[src/rtl/altr_hps_strap_pkg.sv]
// Shared types and constants for the HPS strap capture block.
package altr_hps_strap_pkg;

    // Qualification FSM states.
    typedef enum logic [1:0] {
        SETTLE = 2'd0,
        SAMPLE = 2'd1,
        LOCKED = 2'd2
    } strap_state_e;

    // Flops in the strap input synchroniser.
    localparam int SYNC_DEPTH    = 2;

    // Edges spent in SETTLE so the synchroniser holds only post-reset data.
    localparam int SETTLE_CYCLES = SYNC_DEPTH + 1;

endpackage : altr_hps_strap_pkg

[src/rtl/altr_hps_bitsync_vec.sv]
// WIDTH-wide multi-flop synchroniser for quasi-static strap inputs.
// Each bit is synchronised on its own; straps are only qualified later.
module altr_hps_bitsync_vec
    import altr_hps_strap_pkg::*;
#(
    parameter int WIDTH = 8
) (
    input  logic             clk,
    input  logic             rst,
    input  logic [WIDTH-1:0] din,
    output logic [WIDTH-1:0] dout
);

    logic [SYNC_DEPTH-1:0][WIDTH-1:0] stage_q;
    logic [SYNC_DEPTH-1:0][WIDTH-1:0] stage_d;

    // Shift the raw input into the first stage and move older samples along.
    always_comb begin
        stage_d    = stage_q;
        stage_d[0] = din;
        for (int i = 1; i < SYNC_DEPTH; i++) begin
            stage_d[i] = stage_q[i-1];
        end
    end

    // Synchroniser flops; reset clears every stage so no pre-reset value leaks through.
    always_ff @(posedge clk or posedge rst) begin
        if (rst) begin
            stage_q <= '0;
        end else begin
            // NOTE: non-blocking assignments keep every flop sampling its pre-edge value.
            stage_q <= stage_d;
        end
    end

    assign dout = stage_q[SYNC_DEPTH-1];

endmodule : altr_hps_bitsync_vec

[src/rtl/altr_hps_strap_capture.sv]
// Captures tie-cell / soft-strap values after reset, requires STABLE_CNT
// consecutive identical synchronised samples before locking them, and falls
// back to DEFAULT with an error flag if no stable value appears in TIMEOUT cycles.
module altr_hps_strap_capture
    import altr_hps_strap_pkg::*;
#(
    parameter int               WIDTH      = 8,
    parameter int               STABLE_CNT = 4,
    parameter int               TIMEOUT    = 64,
    parameter logic [WIDTH-1:0] DEFAULT    = '0
) (
    input  logic             clk,
    input  logic             rst,
    input  logic [WIDTH-1:0] strap_in,
    input  logic             recapture,
    output logic [WIDTH-1:0] strap_out,
    output logic             strap_valid,
    output logic             strap_err
);

    localparam int STAB_W   = $clog2(STABLE_CNT + 1);
    localparam int TMO_W    = $clog2(TIMEOUT + 1);
    localparam int SETTLE_W = $clog2(SETTLE_CYCLES + 1);

    // Counter values at which the next edge completes the count (count+1 == limit).
    localparam logic [STAB_W-1:0]   STAB_LAST   = STAB_W'(STABLE_CNT - 1);
    localparam logic [TMO_W-1:0]    TMO_LAST    = TMO_W'(TIMEOUT - 1);
    localparam logic [SETTLE_W-1:0] SETTLE_LAST = SETTLE_W'(SETTLE_CYCLES - 1);

    logic [WIDTH-1:0]    sync_q;

    strap_state_e        state_q,       state_d;
    logic [SETTLE_W-1:0] settle_cnt_q,  settle_cnt_d;
    logic [WIDTH-1:0]    samp_q,        samp_d;
    logic [STAB_W-1:0]   stab_cnt_q,    stab_cnt_d;
    logic [TMO_W-1:0]    tmo_cnt_q,     tmo_cnt_d;
    logic [WIDTH-1:0]    strap_out_q,   strap_out_d;
    logic                strap_valid_q, strap_valid_d;
    logic                strap_err_q,   strap_err_d;
    logic                samp_match;

    altr_hps_bitsync_vec #(
        .WIDTH (WIDTH)
    ) u_sync (
        .clk  (clk),
        .rst  (rst),
        .din  (strap_in),
        .dout (sync_q)
    );

    assign samp_match = (sync_q == samp_q);

    // Next-state, counter and output-register logic for the qualification FSM.
    always_comb begin
        // NOTE: every variable gets a default first so no path can infer a latch.
        state_d       = state_q;
        settle_cnt_d  = settle_cnt_q;
        samp_d        = samp_q;
        stab_cnt_d    = stab_cnt_q;
        tmo_cnt_d     = tmo_cnt_q;
        strap_out_d   = strap_out_q;
        strap_valid_d = strap_valid_q;
        strap_err_d   = strap_err_q;

        case (state_q)
            SETTLE: begin
                settle_cnt_d = settle_cnt_q + SETTLE_W'(1);
                if (settle_cnt_q == SETTLE_LAST) begin
                    // Synchroniser now holds only post-reset data: take first sample.
                    samp_d       = sync_q;
                    stab_cnt_d   = STAB_W'(1);
                    tmo_cnt_d    = '0;
                    settle_cnt_d = '0;
                    state_d      = SAMPLE;
                end
            end

            SAMPLE: begin
                tmo_cnt_d = tmo_cnt_q + TMO_W'(1);
                if (samp_match) begin
                    stab_cnt_d = stab_cnt_q + STAB_W'(1);
                end else begin
                    samp_d     = sync_q;
                    stab_cnt_d = STAB_W'(1);
                end

                // Lock is checked first so it wins over a coincident timeout.
                if (samp_match && (stab_cnt_q == STAB_LAST)) begin
                    strap_out_d   = samp_q;
                    strap_valid_d = 1'b1;
                    strap_err_d   = 1'b0;
                    stab_cnt_d    = '0;
                    tmo_cnt_d     = '0;
                    state_d       = LOCKED;
                end else if (tmo_cnt_q == TMO_LAST) begin
                    strap_out_d   = DEFAULT;
                    strap_valid_d = 1'b1;
                    strap_err_d   = 1'b1;
                    stab_cnt_d    = '0;
                    tmo_cnt_d     = '0;
                    state_d       = LOCKED;
                end
            end

            LOCKED: begin
                // strap_out keeps its last value while the straps are re-qualified.
                if (recapture) begin
                    strap_valid_d = 1'b0;
                    strap_err_d   = 1'b0;
                    settle_cnt_d  = '0;
                    state_d       = SETTLE;
                end
            end

            default: begin
                state_d = SETTLE;
            end
        endcase
    end

    // State, counter and output registers; reset restores the pre-capture state.
    always_ff @(posedge clk or posedge rst) begin
        if (rst) begin
            state_q       <= SETTLE;
            settle_cnt_q  <= '0;
            samp_q        <= '0;
            stab_cnt_q    <= '0;
            tmo_cnt_q     <= '0;
            strap_out_q   <= DEFAULT;
            strap_valid_q <= 1'b0;
            strap_err_q   <= 1'b0;
        end else begin
            state_q       <= state_d;
            settle_cnt_q  <= settle_cnt_d;
            samp_q        <= samp_d;
            stab_cnt_q    <= stab_cnt_d;
            tmo_cnt_q     <= tmo_cnt_d;
            strap_out_q   <= strap_out_d;
            strap_valid_q <= strap_valid_d;
            strap_err_q   <= strap_err_d;
        end
    end

    assign strap_out   = strap_out_q;
    assign strap_valid = strap_valid_q;
    assign strap_err   = strap_err_q;

endmodule : altr_hps_strap_capture

[config.mk]
export PLATFORM = sky130hd
export DESIGN_NAME = altr_hps_strap_capture
export DESIGN_NICKNAME = d
export VERILOG_FILES = /design/src/rtl/altr_hps_strap_pkg.sv /design/src/rtl/altr_hps_bitsync_vec.sv /design/src/rtl/altr_hps_strap_capture.sv
export SDC_FILE = /design/constraint.sdc
export NUM_CORES = 1
export LEC_CHECK = 0
export ABC_AREA = 1
export CORE_AREA = 2 2 75 77
export CTS_CLUSTER_DIAMETER = 60
export CTS_CLUSTER_SIZE = 24
export DETAILED_ROUTE_END_ITERATION = 7
export DIE_AREA = 0 0 77 79
export GPL_ROUTABILITY_DRIVEN = 0
export MAX_ROUTING_LAYER = met4
export PLACE_DENSITY = 0.59
export SLEW_MARGIN = 15
export SYNTH_ARGS = -nofsm -noshare
export SYNTH_HDL_FRONTEND = slang
export SYNTH_SLANG_ARGS = --single-unit
[constraint.sdc]
create_clock -name clk -period 1.3 [get_ports clk]
set_input_delay 0.13 -clock clk [delete_from_list [all_inputs] [get_ports clk]]
set_output_delay 0.13 -clock clk [all_outputs]
set_load 0.01 [all_outputs]
==> results.json <==
{
  "synth_area_leaders": "dfrtp_1, nand2_1, inv_1, nand3_1, nand2_2",
  "diodes": 0,
  "cts_tree": "done",
  "status": "complete, but fails checks",
  "place_area_sq_mm": 0.00255,
  "track_usage_pct": 14.8,
  "portBuffers": 20,
  "timing.hold.ws_ps": 179,
  "worstSetupStartpoint": "samp_q[3]",
  "cts_buffers": 5,
  "worst_slew_pin_slew_ps": 273,
  "hold_violations": 0,
  "first_pass_iters": 5,
  "setup_viol": 30,
  "grt_pass1_wl_microns": 6820,
  "insertion_delay_ps": 300,
  "fmax_ghz": 0.709,
  "synth.cell_area_sq_mm": 0.00202,
  "drc": 0,
  "fin_util_pct": 52.8,
  "antenna_found_initial": 0,
  "drive_above_1_share_pct": 34.9,
  "drt_wl_total_microns": 3830,
  "skew_ps": 6.81,
  "drtIter0Drc": 98,
  "coreArea_sq_mm": 0.00534,
  "use_met1_pct": 17.1,
  "cts_buffer_depth": 2,
  "relSlewSlack_pct": 81.8,
  "ys_seq_area_share_pct": 59.5,
  "start_util_pct": 37.8,
  "use_met2_pct": 24.6,
  "timing.rr.start": "samp_q[3]",
  "hold_path_class": "in2async",
  "crit_end": "stab_cnt_q[0]",
  "die_area_sq_mm": 0.00608,
  "postCtsHoldBufs": 0,
  "overflow": 0,
  "syn_nets": 218,
  "min_period_ps": 1410,
  "grt_max_degree": 49,
  "clkTransAtPathRegs_ps": 90,
  "vias": 1525,
  "drv_cap": 0,
  "synth_area_leader_cell": "dfrtp_1",
  "required_ps": 1490,
  "power_density_mw_per_mm2": 1740,
  "start_kind": "flop",
  "irDropWorstVdd_uv": 647,
  "die_y_microns": 79,
  "root_buffer": "clkbuf_8",
  "nets": 282,
  "violations": "setup timing",
  "ys_seq_elements": 48,
  "drv_slew": 0,
  "ys.warnings.count": 0,
  "place.detailed.hpwl_microns": 2510,
  "yosysUniqueCellTypes": 25,
  "cp_max_fo": 2,
  "worst-r2r-setup-slack_ps": -110,
  "io_pins": 21,
  "grt_pass1_vias": 1565,
  "num-fill-cells": 516,
  "postLayoutCellArea_sq_mm": 0.00282,
  "rows": 27,
  "worst_r2r_path_depth": 9,
  "rsz0062_at_grt": "true",
  "ant_nets": 0,
  "clock-sinks": 48,
  "crit_type": "reg2reg",
  "grt_busiest_layer": "met2",
  "grt_use_met3_pct": 3.98,
  "die_x_microns": 77,
  "layout_setup_ws_ps": -111,
  "p_leak_nw": 1.41,
  "syn-instance-count": 204,
  "finalCritPeriodShare_pct": 109,
  "via_per_inst": 4.47,
  "area_delta_synth_final_pct": 39.5,
  "r2r_end": "stab_cnt_q[0]",
  "cp.arrival_ps": 1600,
  "cts.htree.levels": 2,
  "synth_area_per_cell_sq_um": 9.90,
  "place_ws_ps": -221,
  "detail_route.wl_per_cell_microns": 11.2,
  "synth_top_area_share_pct": 59.5,
  "endpoint_kind": "flop"
}
[where the power goes]
| part | internal [W] | switching [W] | leakage (nW) | total [W] |
|---|---|---|---|---|
| registers | 0.00176 | 0.000189 | 0.594 | 0.00195 |
| clock network | 0.000432 | 0.000471 | 0.0445 | 0.000904 |
| logic | 0.00100 | 0.00104 | 0.776 | 0.00204 |
[synth_stat cells]
| cell | number |
|---|---|
| inv_2 | 7 |
| nand2_2 | 7 |
| nor3_4 | 1 |
| dfrtp_1 | 48 |
| nand3_4 | 1 |
| mux2i_1 | 1 |
| a21oi_1 | 3 |
| xnor2_1 | 4 |
| nor2_4 | 2 |
| nand4_1 | 3 |
| inv_1 | 16 |
| o21ai_0 | 7 |
| buf_6 | 2 |
| nand2_1 | 69 |
| nor2_8 | 1 |
| nand2_4 | 1 |
| or2_2 | 1 |
| xor2_1 | 2 |
| ha_1 | 3 |
| a21oi_2 | 1 |
| o31ai_1 | 2 |
| nor2_2 | 2 |
| nor2_1 | 6 |
| nand3_1 | 10 |
| o21ai_2 | 4 |
[registers in the layout (all words and copies together) (netlist names)]
register / flops
samp_q: 8
settle_cnt_q: 2
state_q: 2
strap_err: 1
strap_out: 8
u_sync.stage_d: 8
u_sync.dout: 8
strap_valid: 1
tmo_cnt_q: 7
stab_cnt_q: 3
[cells by family after synthesis]
logic type      after synthesis  synth area share [%]
compound gates               17                  5.39
mux                           1                 0.496
buf+inv                      25                  5.39
fa+ha+maj                     3                  1.86
simple gates                104                  24.8
xor+xnor                      6                  2.60
flops                        48                  59.5
[layout by cell type, fill, tap and decap left out, types with 2 or more instances in the layout]
| cell | synthesis | layout |
|---|---|---|
| nand2_1 | 69 | 62 |
| dfrtp_1 | 48 | 48 |
| buf_4 | 0 | 31 |
| inv_1 | 16 | 14 |
| nand2_2 | 7 | 10 |
| clkdlybuf4s50_1 | 0 | 10 |
| dlygate4sd2_1 | 0 | 10 |
| inv_2 | 7 | 9 |
| nor2_4 | 2 | 6 |
| nand2_4 | 1 | 6 |
| nand3_1 | 10 | 6 |
| clkbuf_8 | 0 | 6 |
| o21ai_2 | 4 | 5 |
| nand3_2 | 0 | 4 |
| xnor2_1 | 4 | 3 |
| nand4_1 | 3 | 3 |
| nor2_2 | 2 | 3 |
| o21ai_0 | 7 | 3 |
| o21ai_1 | 0 | 3 |
| a21oi_1 | 3 | 3 |
| ha_1 | 3 | 3 |
| buf_6 | 2 | 3 |
| nor2_1 | 6 | 2 |
| xor2_1 | 2 | 2 |
| buf_12 | 0 | 2 |
[routing by layer]
metal  share of wire (%)  vias to the layer above  wire length (microns)
met5                   0                        -                      0
met1                  46                      725                   1760
li1                    -                      767                      -
met3                 3.8                        5                    147
met4                 1.5                        0                     59
met2                  49                       28                   1860
[how the worst min path moves through the flow]
stage / slack [ps] / to / from
after floorplan: 160 / u_sync.stage_d[10] / strap_in[2]
after global placement: 330 / u_sync.dout[7] / u_sync.stage_d[15]
after detailed placement: 340 / u_sync.dout[6] / u_sync.stage_d[14]
after CTS: 180 / strap_out[2] / rst
after global routing: 220 / strap_out[2] / rst
final: 180 / u_sync.dout[7] / rst
[per-stage QoR]
stage,cells,setup TNS [ps],power [W]
4_1_cts,340,-2070,0.00490
5_1_grt,341,-5210,0.00524
3_5_place_dp,325,-4940,0.00367
3_3_place_gp,325,-3620,0.00364
6_report,341,-2100,0.00490
2_1_floorplan,204,-636,0.00291
[cell type report]
cell class	instances	area, sq um	share of cell area, %
Clock buffer	7	86.3	3.07
Clock inverter	1	7.51	0.267
Inverter	23	86.3	3.07
Multi-Input combinational cell	134	851	30.2
Sequential cell	48	1200	42.6
Tap cell	72	90.1	3.20
Timing Repair Buffer	56	494	17.5
[critical path, cell delays in order, from the launching register on]
cell and delay, ps:
dfrtp_1 420, xnor2_2 180, nand2_2 90, nor2_4 140, nand2_2 110, buf_6 140, o21ai_2 100, inv_1 40
nand2_1 50, nand2_1 50
[timing repair]
action | 4_1_cts | 5_1_grt
gates resized for setup | 39 | 6
setup endpoints to repair | 40 | 30
gates cloned | 3 | 0
pin swaps | 16 | 6
setup buffers | 4 | 1
Power figures use the tool's default switching activity.
